### src/rtl/branch_target_predictor.sv
// Direct-mapped branch target buffer with saturating direction counters, looked up from Fetch
// and trained from Execute; also flags mispredicts and keeps saturating branch statistics.
module branch_target_predictor #(
    parameter int unsigned XLEN    = 32,
    parameter int unsigned ENTRIES = 16,
    parameter int unsigned CNT_W   = 2,
    parameter int unsigned STAT_W  = 16
) (
    input  logic              clk,
    input  logic              reset,
    input  logic [XLEN-1:0]   PCF,
    output logic              PredTakenF,
    output logic [XLEN-1:0]   PredTargetF,
    input  logic              BranchE,
    input  logic              BranchTakenE,
    input  logic [XLEN-1:0]   PCE,
    input  logic [XLEN-1:0]   BranchTargetE,
    input  logic              PredTakenE,
    input  logic [XLEN-1:0]   PredTargetE,
    output logic              MispredictE,
    output logic [XLEN-1:0]   RedirectPCE,
    output logic [STAT_W-1:0] BranchCount,
    output logic [STAT_W-1:0] MispredictCount
);
    localparam int unsigned IDX_W = $clog2(ENTRIES);
    localparam int unsigned TAG_W = XLEN - IDX_W - 2;

    localparam logic [CNT_W-1:0] CntMax   = {CNT_W{1'b1}};
    localparam logic [CNT_W-1:0] CntWeakT = CNT_W'(1) << (CNT_W - 1);
    localparam logic [CNT_W-1:0] CntWeakN = CntWeakT - CNT_W'(1);

    logic              valid_q [ENTRIES];
    logic [TAG_W-1:0]  tag_q   [ENTRIES];
    logic [XLEN-1:0]   tgt_q   [ENTRIES];
    logic [CNT_W-1:0]  cnt_q   [ENTRIES];

    logic [STAT_W-1:0] branch_cnt_q, branch_cnt_d;
    logic [STAT_W-1:0] mispred_cnt_q, mispred_cnt_d;

    logic [IDX_W-1:0]  f_idx, e_idx;
    logic [TAG_W-1:0]  f_tag, e_tag;
    logic              f_hit, e_hit;

    logic              ent_we;
    logic [TAG_W-1:0]  ent_tag_d;
    logic [XLEN-1:0]   ent_tgt_d;
    logic [CNT_W-1:0]  ent_cnt_d;

    logic              unused_lsbs;
    assign unused_lsbs = ^{PCF[1:0], PCE[1:0]};

    assign f_idx = PCF[IDX_W+1:2];
    assign f_tag = PCF[XLEN-1:IDX_W+2];
    assign e_idx = PCE[IDX_W+1:2];
    assign e_tag = PCE[XLEN-1:IDX_W+2];

    assign f_hit = valid_q[f_idx] && (tag_q[f_idx] == f_tag);
    assign e_hit = valid_q[e_idx] && (tag_q[e_idx] == e_tag);

    // Lookup reads pre-update state; there is deliberately no bypass from the Execute write.
    always_comb begin
        PredTakenF  = !reset && f_hit && cnt_q[f_idx][CNT_W-1];
        PredTargetF = PredTakenF ? tgt_q[f_idx] : '0;
    end

    always_comb begin
        MispredictE = !reset && BranchE &&
                      ((PredTakenE != BranchTakenE) ||
                       (BranchTakenE && PredTakenE && (PredTargetE != BranchTargetE)));
        RedirectPCE = BranchTakenE ? BranchTargetE : PCE + XLEN'(4);
    end

    always_comb begin
        ent_we    = 1'b0;
        ent_tag_d = e_tag;
        ent_tgt_d = tgt_q[e_idx];
        ent_cnt_d = cnt_q[e_idx];
        if (BranchE && !reset) begin
            if (e_hit) begin
                ent_we = 1'b1;
                if (BranchTakenE) begin
                    ent_tgt_d = BranchTargetE;
                    if (cnt_q[e_idx] != CntMax) ent_cnt_d = cnt_q[e_idx] + CNT_W'(1);
                end else if (cnt_q[e_idx] != '0) begin
                    ent_cnt_d = cnt_q[e_idx] - CNT_W'(1);
                end
            end else if (BranchTakenE) begin
                // Allocation evicts whatever entry currently aliases this index.
                ent_we    = 1'b1;
                ent_tgt_d = BranchTargetE;
                ent_cnt_d = CntWeakT;
            end
        end
    end

    always_comb begin
        branch_cnt_d  = branch_cnt_q;
        mispred_cnt_d = mispred_cnt_q;
        if (BranchE && !reset && (branch_cnt_q != '1)) branch_cnt_d = branch_cnt_q + STAT_W'(1);
        if (MispredictE && (mispred_cnt_q != '1)) mispred_cnt_d = mispred_cnt_q + STAT_W'(1);
    end

    always_ff @(posedge clk) begin
        if (reset) begin
            for (int i = 0; i < int'(ENTRIES); i++) begin
                valid_q[i] <= 1'b0;
                tag_q[i]   <= '0;
                tgt_q[i]   <= '0;
                cnt_q[i]   <= CntWeakN;
            end
            branch_cnt_q  <= '0;
            mispred_cnt_q <= '0;
        end else begin
            if (ent_we) begin
                valid_q[e_idx] <= 1'b1;
                tag_q[e_idx]   <= ent_tag_d;
                tgt_q[e_idx]   <= ent_tgt_d;
                cnt_q[e_idx]   <= ent_cnt_d;
            end
            branch_cnt_q  <= branch_cnt_d;
            mispred_cnt_q <= mispred_cnt_d;
        end
    end

    assign BranchCount     = branch_cnt_q;
    assign MispredictCount = mispred_cnt_q;

endmodule

### config.mk
export PLATFORM = sky130hd
export DESIGN_NAME = branch_target_predictor
export DESIGN_NICKNAME = d
export VERILOG_FILES = /design/src/rtl/branch_target_predictor.sv
export SDC_FILE = /design/constraint.sdc
export NUM_CORES = 2
export LEC_CHECK = 0
export CAP_MARGIN = 30
export CORE_MARGIN = 1
export CORE_UTILIZATION = 44
export DETAILED_ROUTE_END_ITERATION = 12
export GPL_TIMING_DRIVEN = 0
export SYNTH_ARGS = -nofsm -noshare
export SYNTH_HDL_FRONTEND = slang
export SYNTH_SLANG_ARGS = --single-unit
export TNS_END_PERCENT = 1
### constraint.sdc
create_clock -name clk -period 8.7 [get_ports clk]
set_input_delay 1.74 -clock clk [delete_from_list [all_inputs] [get_ports clk]]
set_output_delay 1.74 -clock clk [all_outputs]
set_load 0.05 [all_outputs]
# Yosys cells after proc, flatten, opt, wreduce, memory -nomap -nowiden
# Memory sizes are Yosys's and may differ from the RTL's.
# Cells that the tools add are included.
# totals
reg_bits	32
output_inout_bits	98
mem_bits_rw	976
input_bits	133
mem_count	4
elab_cells	68
# op_classes
n_mux	30
eq_ne	9
addsub	5
reduce_logical	18
# mem_list
memory	words	width	rd	rd_clocked_by_memory_dff	write_ports	line	source
tgt_q	16	32	1	0	16	34	logic [XLEN-1:0] tgt_q [ENTRIES];
tag_q	16	26	2	0	16	33	logic [TAG_W-1:0] tag_q [ENTRIES];
cnt_q	16	2	2	0	16	35	logic [CNT_W-1:0] cnt_q [ENTRIES];
valid_q	16	1	2	0	16	32	logic valid_q [ENTRIES];
# ops
cell	n
32-bit two-way mux	5
26-bit == test	2
16-bit by 1-bit adder with 16-bit output, second input constant	2
32-bit by 3-bit adder with 32-bit output, second input constant	1
16-bit != test, second input constant	2
32-bit != test	1
32-bit OR reduction	1
26-bit two-way mux	1
26-bit OR reduction	1
4-bit two-way mux	4
2-bit two-way mux	7
1-bit two-way mux	13
1-bit logical AND	10
2-bit != test, second input constant	2
3-bit AND reduction	1
2-bit by 1-bit adder with 2-bit output, second input constant	1
2-bit nonzero test	1
2-bit OR reduction	1
2-bit by 1-bit subtractor with 2-bit output, second input constant	1
1-bit logical NOT	1
1-bit logical OR	1
1-bit != test	1
1-bit != test, second input constant	1
1-bit OR reduction	1

# Longest topological paths before layout
# An unclocked memory read counts as a cell.
# logic_depth
ltp_word	11
depth_mapped	16
mapped_depth_nobuf	9

# Worst setup path after synthesis
# OpenSTA, ideal clock, no wires.
# synth_path
path_kind	input -> output
start	in PCE[4]
end	out RedirectPCE[31]
required_ns	6.960
path_stages	11
t_arrival_ns	5.354
slack_ns	1.606
n_path_buf	4
path_cell_list	clkbuf_1 -> clkbuf_1 -> clkbuf_1 -> and2_1 -> clkbuf_1 -> nand4_1 -> or3_1 -> nor3_1 -> nand3_1 -> xor2_1 -> o21ai_0
# synth_between
elab_chain_len	2
# synth_rtl
item	line	source
start: declaration	16	input logic [XLEN-1:0] PCE,
32-bit by 3-bit adder with 32-bit output	70	RedirectPCE = BranchTakenE ? BranchTargetE : PCE + XLEN'(4);
32-bit two-way mux	70	
end: declaration	21	output logic [XLEN-1:0] RedirectPCE,
# No other way between the ends.

# Worst setup path after layout
# layout_path
start	in PCF[4]
end	out PredTargetF[2]
# layout_between
elab_chain_len	6
elab_cells_between_ends	9
classes_between	eq/ne (1); mux (1); reduce/logical (3); memory (4)
# layout_rtl
item	line	source
start: declaration	11	input logic [XLEN-1:0] PCF,
memory 16 x 26 bit	--	
26-bit == test	57	assign f_hit = valid_q[f_idx] && (tag_q[f_idx] == f_tag);
1-bit logical AND	57	
1-bit logical AND (2 in a row)	62	PredTakenF = !reset && f_hit && cnt_q[f_idx][CNT_W-1];
32-bit two-way mux *	63	PredTargetF = PredTakenF ? tgt_q[f_idx] : '0;
end: declaration	13	output logic [XLEN-1:0] PredTargetF,
# Every way passes the cells marked *; elsewhere a longest branch is shown, timed or not.

==> impl_metrics.tcl <==
set metrics [dict create \
    mostFrequentLayoutCells "edfxtp_1 (960), and2_1 (806), mux4_2 (363)" \
    r2r_start "tag_q[10][16]$_SDFFCE_PN0P_" \
    cts.sinks 1008 \
    h-tree-depth 3 \
    min-delay-start "valid_q[12]$_DFF_P_" \
    ir_drop_mv 0.163 \
    hp-class "flop to flop" \
    grt_max_degree 33 \
    timing.hold.ws_ns 0.479 \
    die_width_um 343 \
    postRouteAntennaNets 0 \
    drtIter0Drc 4799 \
    gp_congestion 0.997 \
    outcome "finished, violations left" \
    synthesis.area_sq_um 51100 \
    syn_to_final_growth_pct 18.5 \
    syn_nets 3667 \
    gr-usage-all-layers_pct 32.5 \
    grt_pass1_wl_um 263000 \
    final_common_cell "edfxtp_1" \
    ios 231 \
    avgSynthCellArea_sq_um 14.5 \
    routed_wl_um 192000 \
    drive_above_1_share_pct 18.6 \
    cp_max_fo 10 \
    async_flop_share_pct 0 \
    port_buffers 219 \
    clk-insertion-delay-late_ns 0.73 \
    worstMarginPinSlew_ns 1.32 \
    grtUsageMet1_pct 41.9 \
    critPathCaptureType "primary output" \
    cp-start-kind "input pin" \
    worstPathRequired_ns 6.96 \
    r2r_end "cnt_q[4][0]$_SDFFCE_PN1P_" \
    min_path_cells 2 \
    finalCritPeriodShare_pct 101 \
    detailedPlace.worstSlack_ns -1.35 \
    cts_buffers 109 \
    p_sw_share_pct 25.5 \
    power.internal_mw 8.91 \
    dp_hpwl_um 139000 \
    cts_buffer_depth 3 \
    hold_end "valid_q[12]$_DFF_P_" \
    combPwrFrac_pct 12.3 \
    synthFlopType "edfxtp_1" \
    slew_headroom_pct 9.54 \
    ff2ff_setup_slack_ns 2.70 \
    synth_edf_count 960 \
    ys_warn_count 0 \
    grt_use_met3_pct 7.86 \
    via_per_inst 6.25 \
    ys_seq_elements 1008 \
    slew_violations 0 \
    clkPwrFrac_pct 40.3 \
    antenna_found_initial 8 \
    die_h_um 343 \
    failed_checks "negative setup slack" \
    synth-seq-area-share_pct 58.3 \
    die_area_sq_um 118000 \
    clkTransAtPathRegs_ns 0.06 \
    finalNetCount 4074 \
    clockRootBuffer "clkbuf_16" \
    cts_tree "done" \
    r2r_cells 10 \
    synth_cell_types 71 \
    cts_hold_buf 0 \
    finalCriticalPeriod_ns 8.80 \
    grt_busiest_layer "met2" \
    synth_top_cell_by_area "edfxtp_1" \
    drc 0 \
    cp.arrival_ns 7.06 \
    first_pass_iters 6 \
    fmaxAchievable_mhz 114 \
    hold_viol_final 0 \
    power-per-cell-area_nw_per_um2 197 \
    use_met2_pct 50.5 \
    max_cap_viol_count 0 \
    syn_inst 3527 \
    num_rows 124 \
    start_util_pct 44.5 \
    num_vias 34600 \
    post_drt_wl_per_cell_um 34.6 \
    sequentialPowerShare_pct 47.3 \
    yosysTopAreaCellShare_pct 56.4 \
    core_area_sq_um 115000 \
    synthTopCellsByArea "edfxtp_1 (56%), mux4_2 (16%), and2_1 (9.9%)" \
    setup-violations-final 21 \
    skew_ns 0.0224 \
    rsz0062_at_grt "true" \
    grt-ovfl-total 0 \
    p_sw_mw 3.04 \
    path_class "input pin to primary output" \
    leakage_nw 20.6 \
    grt_pass1_vias 34000 \
    final.setup.worst_slack_ns -0.103 \
]
logic make-up after synthesis:
group	count (synthesis)	share of synthesized area [%]
AND/OR/NAND/NOR	1340	15.3
multiplexers	492	18.6
adder cells (fa/ha/maj)	8	0.191
XOR/XNOR	133	2.28
buffers and inverters	341	2.71
flip-flops	1008	58.3
AO/OA/AOI/OAI	205	2.65
critical path: stages:
cell             delay (ns)
clkbuf_1               0.27
buf_1                  0.74
buf_1                  0.57
buf_8                  0.24
mux4_2                 0.51
xnor2_1                0.29
nand4_1                0.22
nor3_1                 0.63
nand4_1                0.15
buf_4                  0.25
clkbuf_1               0.29
nor2b_1                0.29
clkdlybuf4s50_1        0.85
sequential cells by signal, summed over array words and instances, names as in the netlist:
| name | flops |
|---|---|
| tgt_q | 512 |
| tag_q | 416 |
| cnt_q | 32 |
| BranchCount | 16 |
| MispredictCount | 16 |
| valid_q | 16 |
timing repair:
action                                  4_1_cts  5_1_grt
endpoints found under the setup margin       53       38
gates resized for setup                      24       11
buffers inserted                              2        0
pin swaps                                     1        0
cell type report:
type                    count  area [sq um]
diodes                      3          7.51
clock inverters            74           822
inverters                  21          78.8
flip-flops and latches   1008         29800
well taps                1512          1890
clock buffers             129          2820
plain buffers             320          1350
repair buffers            296          3640
fillers                  9651         54200
multi-input cells        2178         20200
how the worst max path moves through the flow:
stage | from | to | slack, ns | depth (start not counted)
2_1_floorplan | PCE[4] | RedirectPCE[31] | 1.61 | 11
3_3_place_gp | PCE[2] | tag_q[15][19]$_SDFFCE_PN0P_ | -4.42 | 14
3_5_place_dp | PCF[2] | PredTargetF[2] | -1.35 | 13
4_1_cts | PCF[2] | PredTargetF[2] | 0.01 | 13
5_1_grt | PCF[4] | PredTargetF[24] | -0.10 | 13
6_report | PCF[4] | PredTargetF[2] | -0.10 | 13
stage by stage:
stage          power (mW)  setup TNS [ns]  instance area, sq um  util (%)  cells
2_1_floorplan        6.51               0                 51100         -   3527
3_3_place_gp         7.13        -1824.78                 55200      48.1   5258
3_5_place_dp         7.19          -52.54                 56800      49.5   5330
4_1_cts              11.9               0                 60500      52.7   5535
5_1_grt              12.2          -0.814                 60600      52.8   5538
6_report             12.0          -0.947                 60600      52.8   5541
power by group through the flow:
stage | combinational, mW | clock [mW] | sequential, mW
4_1_cts | 1.44 | 4.84 | 5.66
3_3_place_gp | 1.35 | 0 | 5.78
6_report | 1.47 | 4.82 | 5.66
3_5_place_dp | 1.43 | 0 | 5.76
2_1_floorplan | 0.787 | 0 | 5.72
5_1_grt | 1.50 | 5.01 | 5.68
routing by layer:
metal,wire length [um],vias to the layer above
li1,-,14100
met1,70600,17500
met2,86700,2416
met3,21400,601
met4,13000,6
met5,49,-
cell usage after synthesis, drive strengths merged (13+ instances only):
library cell	count
a21oi	20
mux2	35
o22ai	13
inv	20
and3	26
xnor2	84
clkbuf	240
xor2	49
a22oi	17
dfxtp	48
or3	19
and2	806
nor3	77
nand3	38
nor2b	108
edfxtp	960
nand4	29
a21o	15
nor2	78
mux2i	94
o21ai	76
buf	80
nand2	116
mux4	363
Note: power is estimated with default switching activity, not from simulation.
